**config.mk**
```make
export PLATFORM = sky130hd
export DESIGN_NAME = viterbi_decoder_k3
export DESIGN_NICKNAME = d
export VERILOG_FILES = /design/src/rtl/viterbi_decoder_k3.sv
export SDC_FILE = /design/constraint.sdc
export NUM_CORES = 1
export LEC_CHECK = 0
export ABC_AREA = 1
export CORE_AREA = 2 2 125 127
export CTS_CLUSTER_DIAMETER = 50
export DETAILED_ROUTE_END_ITERATION = 6
export DIE_AREA = 0 0 127 129
export PLACE_DENSITY = 0.72
export SLEW_MARGIN = 25
export SYNTH_ARGS = -nofsm -noshare
export SYNTH_HDL_FRONTEND = slang
export SYNTH_SLANG_ARGS = --single-unit
export TNS_END_PERCENT = 10
```
**constraint.sdc**
```tcl
create_clock -name CLK -period 10.9 [get_ports CLK]
set_input_delay 2.18 -clock CLK [delete_from_list [all_inputs] [get_ports CLK]]
set_output_delay 2.18 -clock CLK [all_outputs]
set_load 0.01 [all_outputs]
```
**src/rtl/viterbi_decoder_k3.sv**
```systemverilog
// Hard-decision Viterbi decoder for the rate-1/2 K=3 (7,5) code, register-exchange survivors.
// Define VITERBI_ERRCNT_EN to add the err_count channel-error estimate port.
module viterbi_decoder_k3 #(
   parameter int unsigned TB_DEPTH = 16,
   parameter int unsigned MW       = 6
) (
   input  logic       CLK,
   input  logic       RST_N,
   input  logic       in_valid,
   input  logic [1:0] parities,
   output logic       out,
   output logic       out_valid
`ifdef VITERBI_ERRCNT_EN
   ,
   output logic [15:0] err_count
`endif
);

   localparam int unsigned CntW = $clog2(TB_DEPTH + 1);
   localparam logic [CntW-1:0] CntMax  = CntW'(TB_DEPTH);
   localparam logic [CntW-1:0] CntFill = CntW'(TB_DEPTH - 1);
   localparam logic [MW-1:0] MetricInit = MW'(8);

   function automatic logic [1:0] hamming(input logic [1:0] diff);
      return {1'b0, diff[1]} + {1'b0, diff[0]};
   endfunction

   function automatic logic [MW-1:0] sat_add(input logic [MW-1:0] m, input logic [1:0] b);
      logic [MW:0] s;
      s = {1'b0, m} + {{(MW - 1){1'b0}}, b};
      return s[MW] ? '1 : s[MW-1:0];
   endfunction

   logic [MW-1:0]       metric_q [4];
   logic [TB_DEPTH-1:0] surv_q   [4];
   logic [CntW-1:0]     cnt_q;

   logic [MW-1:0]       raw_d  [4];
   logic [MW-1:0]       norm_d [4];
   logic [TB_DEPTH-1:0] surv_d [4];
   logic [MW-1:0]       min_val;
   logic [1:0]          min_idx;

   // Next state {n1,n0} has predecessors {0,n1} and {1,n1}; decided bit u is n0.
   for (genvar g = 0; g < 4; g++) begin : g_acs
      localparam logic [1:0] G = 2'(g);
      logic [1:0]    exp_a, exp_b;
      logic [MW-1:0] cand_a, cand_b;
      logic          sel_b;

      assign exp_a  = {G[0] ^ G[1], G[0]};
      assign exp_b  = {~(G[0] ^ G[1]), ~G[0]};
      assign cand_a = sat_add(metric_q[{1'b0, G[1]}], hamming(parities ^ exp_a));
      assign cand_b = sat_add(metric_q[{1'b1, G[1]}], hamming(parities ^ exp_b));
      assign sel_b  = cand_b < cand_a;
      assign raw_d[g]  = sel_b ? cand_b : cand_a;
      assign surv_d[g] = {sel_b ? surv_q[{1'b1, G[1]}][TB_DEPTH-2:0]
                                : surv_q[{1'b0, G[1]}][TB_DEPTH-2:0], G[0]};
   end

   // Strict compare keeps the lowest index on ties.
   always_comb begin
      min_val = raw_d[0];
      min_idx = 2'd0;
      for (int i = 1; i < 4; i++) begin
         if (raw_d[i] < min_val) begin
            min_val = raw_d[i];
            min_idx = 2'(i);
         end
      end
      for (int i = 0; i < 4; i++) begin
         norm_d[i] = raw_d[i] - min_val;
      end
   end

`ifdef VITERBI_ERRCNT_EN
   logic [16:0] err_sum;
   assign err_sum = {1'b0, err_count} + 17'(min_val);
`endif

   always_ff @(posedge CLK) begin
      if (!RST_N) begin
         for (int i = 0; i < 4; i++) begin
            metric_q[i] <= (i == 0) ? '0 : MetricInit;
            surv_q[i]   <= '0;
         end
         cnt_q     <= '0;
         out       <= 1'b0;
         out_valid <= 1'b0;
`ifdef VITERBI_ERRCNT_EN
         err_count <= '0;
`endif
      end else begin
         out_valid <= 1'b0;
         if (in_valid) begin
            metric_q <= norm_d;
            surv_q   <= surv_d;
            if (cnt_q != CntMax) begin
               cnt_q <= cnt_q + 1'b1;
            end
            if (cnt_q >= CntFill) begin
               out_valid <= 1'b1;
               out       <= surv_d[min_idx][TB_DEPTH-1];
            end
`ifdef VITERBI_ERRCNT_EN
            err_count <= err_sum[16] ? 16'hFFFF : err_sum[15:0];
`endif
         end
      end
   end

endmodule

```
==> run metrics <==
status=finished, final reports clean; f_max=98.3 MHz; crit-path most repeated cell=nand2_1; routed vias/inst=5.30; Crit Path Max Fanout=18; root buf cell=clkbuf_16; initial antenna violation count=0; Hold Fails Final Rpt=0; post-synthesis cell type count=44; Hold Buf Count CTS=0; CTS clk-pin slew, worst paths=0.07 ns; Clk Latency, worst-skew pair=0.36 ns; Critical Path RT=11.21 ns; Setup TNS=0 ns; slowest cell on the critical path=clkdlybuf4s50_1; drt pass-1 iters=5; Worst slew margin=42.0%; largest net degree at the start of global routing=116; fillers=1550; number of global-route vias before repair=6360; crit path kind=input pin to register; area delta synth->final=6.59%; DRT iter0 DRCs=669; drt drc=0; Num CTS Buffers=9; Die Footprint=16400 um^2; antenna viol nets, final=0; Slew Limit Fails=0; crit end category=register; fin util=52.7%; Final #Nets=1246; Buffers & Inverters on Critical Path=11; Max stage delay on crit path=0.54 ns; first-pass GRT wire length=31400 um; Die H=129 um; # IOs=7; number of synthesized flops with an enable pin=0; period utilization=93.3%; pre-CTS setup slack=0.456 ns; Yosys warnings=0; register area share after synthesis=23.2%; final worst setup slack=0.725 ns; worst path arrival time=10.48 ns; Slew @ Worst Pin=0.868 ns; final setup fails=0; layout cells sized above 1=7.50%; Syn Nets=1259; commonest non-fill, non-tap cell in the layout=nand2_1; register bit total from synthesis=86; Max-cap violations=0; CTS tree=built; Die X-Extent=127 um; Tightest Hold Check Type=register to register; Setup crit start kind=input pin; number of cell rows=45; final WL=19100 um; CTS sink count=86; most frequent cells in the layout=nand2_1 (300), inv_1 (167), a21oi_1 (154), o21ai_0 (102), nand3_1 (96); Netlist Area Pre-Place=7410 um^2; I/O Buffers=6; diode count=0; post-CTS setup buffers=0; RSZ-0062 raised after global routing=false; Primary FF master, synth=dfxtp_1; Syn Area/Cell=6.20 um^2; post-synthesis async set-or-reset flop share=0%; total track usage=23.8%; critical path's top delay family=simple AND/OR/NAND/NOR gates; Post-DP HPWL=14600 um; GRT overflow=0; gpl congestion=0.973; Final min period=10.17 ns; clk_skew=0.00594 ns; DR vias=7285; wire per inst=13.9 um; Syn Inst Count=1194; buffer depth of the longest clock path=2; Core ar.=15000 um^2; H-tree lvl count=3; Starting Density=49.5%
==> path summary, 6_finish.rpt <==
| check | start | end | slack [ns] | depth (start not counted) |
|---|---|---|---|---|
| setup reg to reg | metric_q[6] | metric_q[22] | 3.21 | 48 |
| hold / removal | surv_q[40] | surv_q[40] | 0.47 | 2 |
| hold reg to reg | surv_q[40] | surv_q[40] | 0.47 | 2 |
| setup / recovery | parities[0] | metric_q[22] | 0.73 | 51 |
==> worst min-delay path, delay by kind of cell, from the launching register on <==
kind	cells	cell delay, ns
AND/OR/NAND/NOR	1	0.06
AO/OA/AOI/OAI	1	0.05
flip-flops	1	0.31
==> state kept, by name (all words and copies together) (netlist names) <==
signal	cells
cnt_q	5
metric_q	24
out	1
out_valid	1
surv_q	55
==> area by class of cell <==
cell class / count / area, um^2 / area share (%)
multi-input cells: 893 / 4860 / 61.5
flip-flops and latches: 86 / 1720 / 21.8
inverters: 173 / 651 / 8.24
well taps: 188 / 235 / 2.98
clock buffers: 10 / 229 / 2.90
repair buffers: 18 / 154 / 1.95
clock inverters: 6 / 46.3 / 0.586
==> timing repair <==
| item | 4_1_cts | 5_1_grt |
|---|---|---|
| resized for setup | 0 | 1 |
| setup endpoints to repair | 0 | 7 |
| hold endpoints to repair | 0 | 0 |
==> per-layer routing <==
layer	up-vias	GRT usage, %	wire length, um
met1	3216	32.5	9260
met5	-	0	0
met4	0	9.44	514
li1	3877	-	-
met2	153	38.1	8530
met3	39	3.28	793
==> cells in the mapped netlist (3+ instances only) <==
library cell	n	area [um^2]
nand2_2	20	125
buf_1	5	18.8
buf_6	3	33.8
o21a_1	6	45.0
clkbuf_1	32	120
nand3_2	8	80.1
xnor2_1	4	35.0
nor2_1	56	210
a21o_1	3	22.5
xor2_1	10	87.6
or2_2	6	37.5
nor2_2	3	18.8
nand4_1	3	18.8
nand3_4	3	52.6
o22ai_1	4	25.0
nand3_1	96	480
o211ai_1	3	22.5
o21ai_1	9	45.0
nand2_1	300	1130
dfxtp_1	86	1720
a21oi_1	154	771
nor2_4	5	56.3
ha_1	56	701
a31oi_1	3	18.8
o21ai_0	102	510
inv_2	3	11.3
o21ai_2	3	26.3
nand3b_1	7	52.6
inv_1	168	631
nor3_1	7	35.0
fa_1	4	80.1
==> through the flow <==
step | std cells | hold slack (ns) | area (um^2)
after floorplan | 1194 | 0.435 | 7410
after global placement | 1358 | 0.445 | 7610
after detailed placement | 1358 | 0.456 | 7610
after CTS | 1374 | 0.467 | 7890
after global routing | 1374 | 0.482 | 7900
final | 1374 | 0.467 | 7900
==> cell families after synthesis <==
family                     count (synthesis)  synth area share [%]
and+or+nand+nor                          519                  31.6
AOI/OAI and AO/OA                        299                  21.6
buffers and inverters                    215                  11.2
DFF                                       86                  23.2
adders and majority gates                 60                  10.5
xor gates and xnor gates                  14                  1.66
muxes                                      1                 0.135
Power is left out: the tool's default activity adds up to more than one toggle a clock period on the data nets, which glitch-free logic cannot reach.
==> RTL edit, RTL diff (config.mk and constraints unchanged) <==
Register the inputs `in_valid` and `parities` before use, cleared by the reset. The logic sees them one clock later.
--- a/src/rtl/viterbi_decoder_k3.sv
+++ b/src/rtl/viterbi_decoder_k3.sv
@@ -22,2 +22,15 @@
    localparam logic [MW-1:0] MetricInit = MW'(8);
+
+   logic in_valid_q;
+   logic [1:0] parities_q;
+
+   always_ff @(posedge CLK) begin
+      if (!RST_N) begin
+         in_valid_q <= '0;
+         parities_q <= '0;
+      end else begin
+         in_valid_q <= in_valid;
+         parities_q <= parities;
+      end
+   end
 
@@ -52,4 +65,4 @@
       assign exp_b  = {~(G[0] ^ G[1]), ~G[0]};
-      assign cand_a = sat_add(metric_q[{1'b0, G[1]}], hamming(parities ^ exp_a));
-      assign cand_b = sat_add(metric_q[{1'b1, G[1]}], hamming(parities ^ exp_b));
+      assign cand_a = sat_add(metric_q[{1'b0, G[1]}], hamming(parities_q ^ exp_a));
+      assign cand_b = sat_add(metric_q[{1'b1, G[1]}], hamming(parities_q ^ exp_b));
       assign sel_b  = cand_b < cand_a;
@@ -94,3 +107,3 @@
          out_valid <= 1'b0;
-         if (in_valid) begin
+         if (in_valid_q) begin
             metric_q <= norm_d;
Formal check against the unedited RTL: same outputs for any inputs over 10 cycles, from zero or initial values and one cycle with RST_N low; that may be too few to reach the edited logic, so the function may still have changed.
==> RTL edit against the unedited design <==
  * Design area up 0.90%
  * Count of clock-buffer cells in the layout unchanged
  * Largest cell class unchanged
  * Global-route usage up 1.2 points
  * Synthesized area is 1.4% higher
  * Worst setup slack gained 1.6 ns
  * Wire length up 2.8%
  * Cell count down 0.29%
  * Sequential cell count up 3
  * Register-to-register slack lost 0.92 ns
Power is not shown: default switching activity piles up to over one toggle a cycle in this logic, so the estimate is an artifact.
==> RTL edit: results (changes against the unedited design) <==
top sig layer=met4 (unchanged); Distinct cells, synth=51 (was 44); share of cells above drive strength 1=0.0812 (was 0.0750); initial drt markers=525 (was 669); worst min-delay path startpoint=surv_q[36] (was surv_q[40]); crit path launch type=register (was input port); slowest stage cell, crit path=o21ai_0 (was clkdlybuf4s50_1); crit path time final=8.61 ns (was 10.17 ns); period utilisation layout=0.790 (was 0.933); YS warnings=0 (unchanged); Worst R2R Setup Slack=2.29 ns (was 3.21 ns); top flop regs=surv_q x55, metric_q x24, cnt_q x5 (unchanged); ANT cells=0 (unchanged); sequential area share after synthesis=0.237 (was 0.232); Slew @ Worst Pin=0.847 ns (was 0.868 ns); gr usage total=0.250 (was 0.238); average routed wire per standard cell=14.3 um (was 13.9 um); post-synth top area share=0.237 (was 0.232); Routed met1 length=9.22 mm (was 9.26 mm); CTS Root Buffer Type=clkbuf_16 (unchanged); GPL Wtd Cong=1.01 (was 0.973); Hold Path Sink=surv_q[36] (was surv_q[40]); async set-reset flop share out of synthesis=0 (unchanged); maximum clock path buffer count=2 (unchanged); CTS Buf Count=9 (unchanged); top cells by count, synth=nand2_1, inv_1, a21oi_1 (unchanged); Max FO, Critical Path=34 (was 18); setup bufs post-CTS=0 (unchanged); Reg2Reg Depth=49 (was 48); initial antenna violation count=0 (unchanged); reg-to-reg critical path startpoint=parities_q[0] (was metric_q[6]); Max H-tree Level=3 (unchanged); Vias=7401 (was 7285); wire length on met3=856 um (was 793 um); status=completed (unchanged); Post-synth top flop=dfxtp_1 (unchanged); Crit. End Element=register (unchanged); WHS Path Cells=2 (unchanged); met2 routed WL=8.89 mm (was 8.53 mm); Mapped Nets=1260 (was 1259); skew final=0.0152 ns (was 0.00594 ns); TritonRoute pass-1 iters=5 (unchanged); largest net degree at the start of global routing=94 (was 116); global-route wire length before repair=32.8 mm (was 31.4 mm); hpwl dp=14.7 mm (was 14.6 mm); Critical Path AT=8.87 ns (was 10.48 ns); Post-CTS Resized=0 (unchanged); Port-buffer cells=6 (unchanged); r2r endpoint=metric_q[16] (was metric_q[22]); Worst path max stage delay=0.56 ns (was 0.54 ns); HP Class=reg2reg (unchanged); NumNets Final=1242 (was 1246); vias in the first global route=6834 (was 6360); worst skew pair latency=0.36 ns (about the same); Worst-path clk slew=0.07 ns (about the same); main area contributors after synthesis=dfxtp_1, nand2_1, a21oi_1 (unchanged)
==> RTL edit: cell types whose count changed after synthesis, moves of 4 or more <==
cell     change
inv_1       +10
inv_2        +5
nand2_1     -18
nand2_4      +5
nand3_2      +4
o22ai_1      -4
xor2_1       -4
==> RTL edit: kinds of logic (layout without fill, tap and decap cells) <==
kind of cell               count (synthesis)  count (layout)  synth area share
adders and majority gates                 60              60             0.104
muxes                                      1               1           0.00133
AOI/OAI and AO/OA                        297             297             0.212
DFF                                       89              89             0.237
buffers and inverters                    228             215             0.118
xor gates and xnor gates                  11              11            0.0128
and+or+nand+nor                          509             509             0.314
==> RTL edit: per-layer routing <==
| metal | GRT usage | vias to the layer above |
|---|---|---|
| met4 | 0.109 | 0 |
| met5 | 0 | - |
| met3 | 0.0266 | 45 |
| met2 | 0.421 | 171 |
| li1 | - | 3868 |
| met1 | 0.325 | 3317 |
==> RTL edit: cell type report <==
class	instances	area [sq um]
clock buffer	10	239
inverter	187	703
clock inverter	6	60.1
tap	188	235
fill	1549	7010
timing repair buffer	12	105
multi-input combinational	878	4840
sequential	89	1780
==> RTL edit: stage by stage <==
step	hold slack, ns	utilization	cell area [sq um]	std cells	worst slack, ns
2_1_floorplan	0.435	-	7510	1195	3.72
3_3_place_gp	0.446	0.512	7670	1354	2.63
3_5_place_dp	0.455	0.512	7670	1354	2.43
4_1_cts	0.466	0.532	7970	1370	2.38
5_1_grt	0.489	0.532	7970	1370	1.46
6_report	0.465	0.532	7970	1370	2.29
==> RTL edit: worst max-delay path, delay by kind of cell (launching register included) <==
kind / cells / cell delay (ns)
simple gates: 23 / 2.86
flops: 1 / 0.39
fa+ha+maj: 8 / 2.45
compound gates: 8 / 1.91
buf+inv: 10 / 0.91
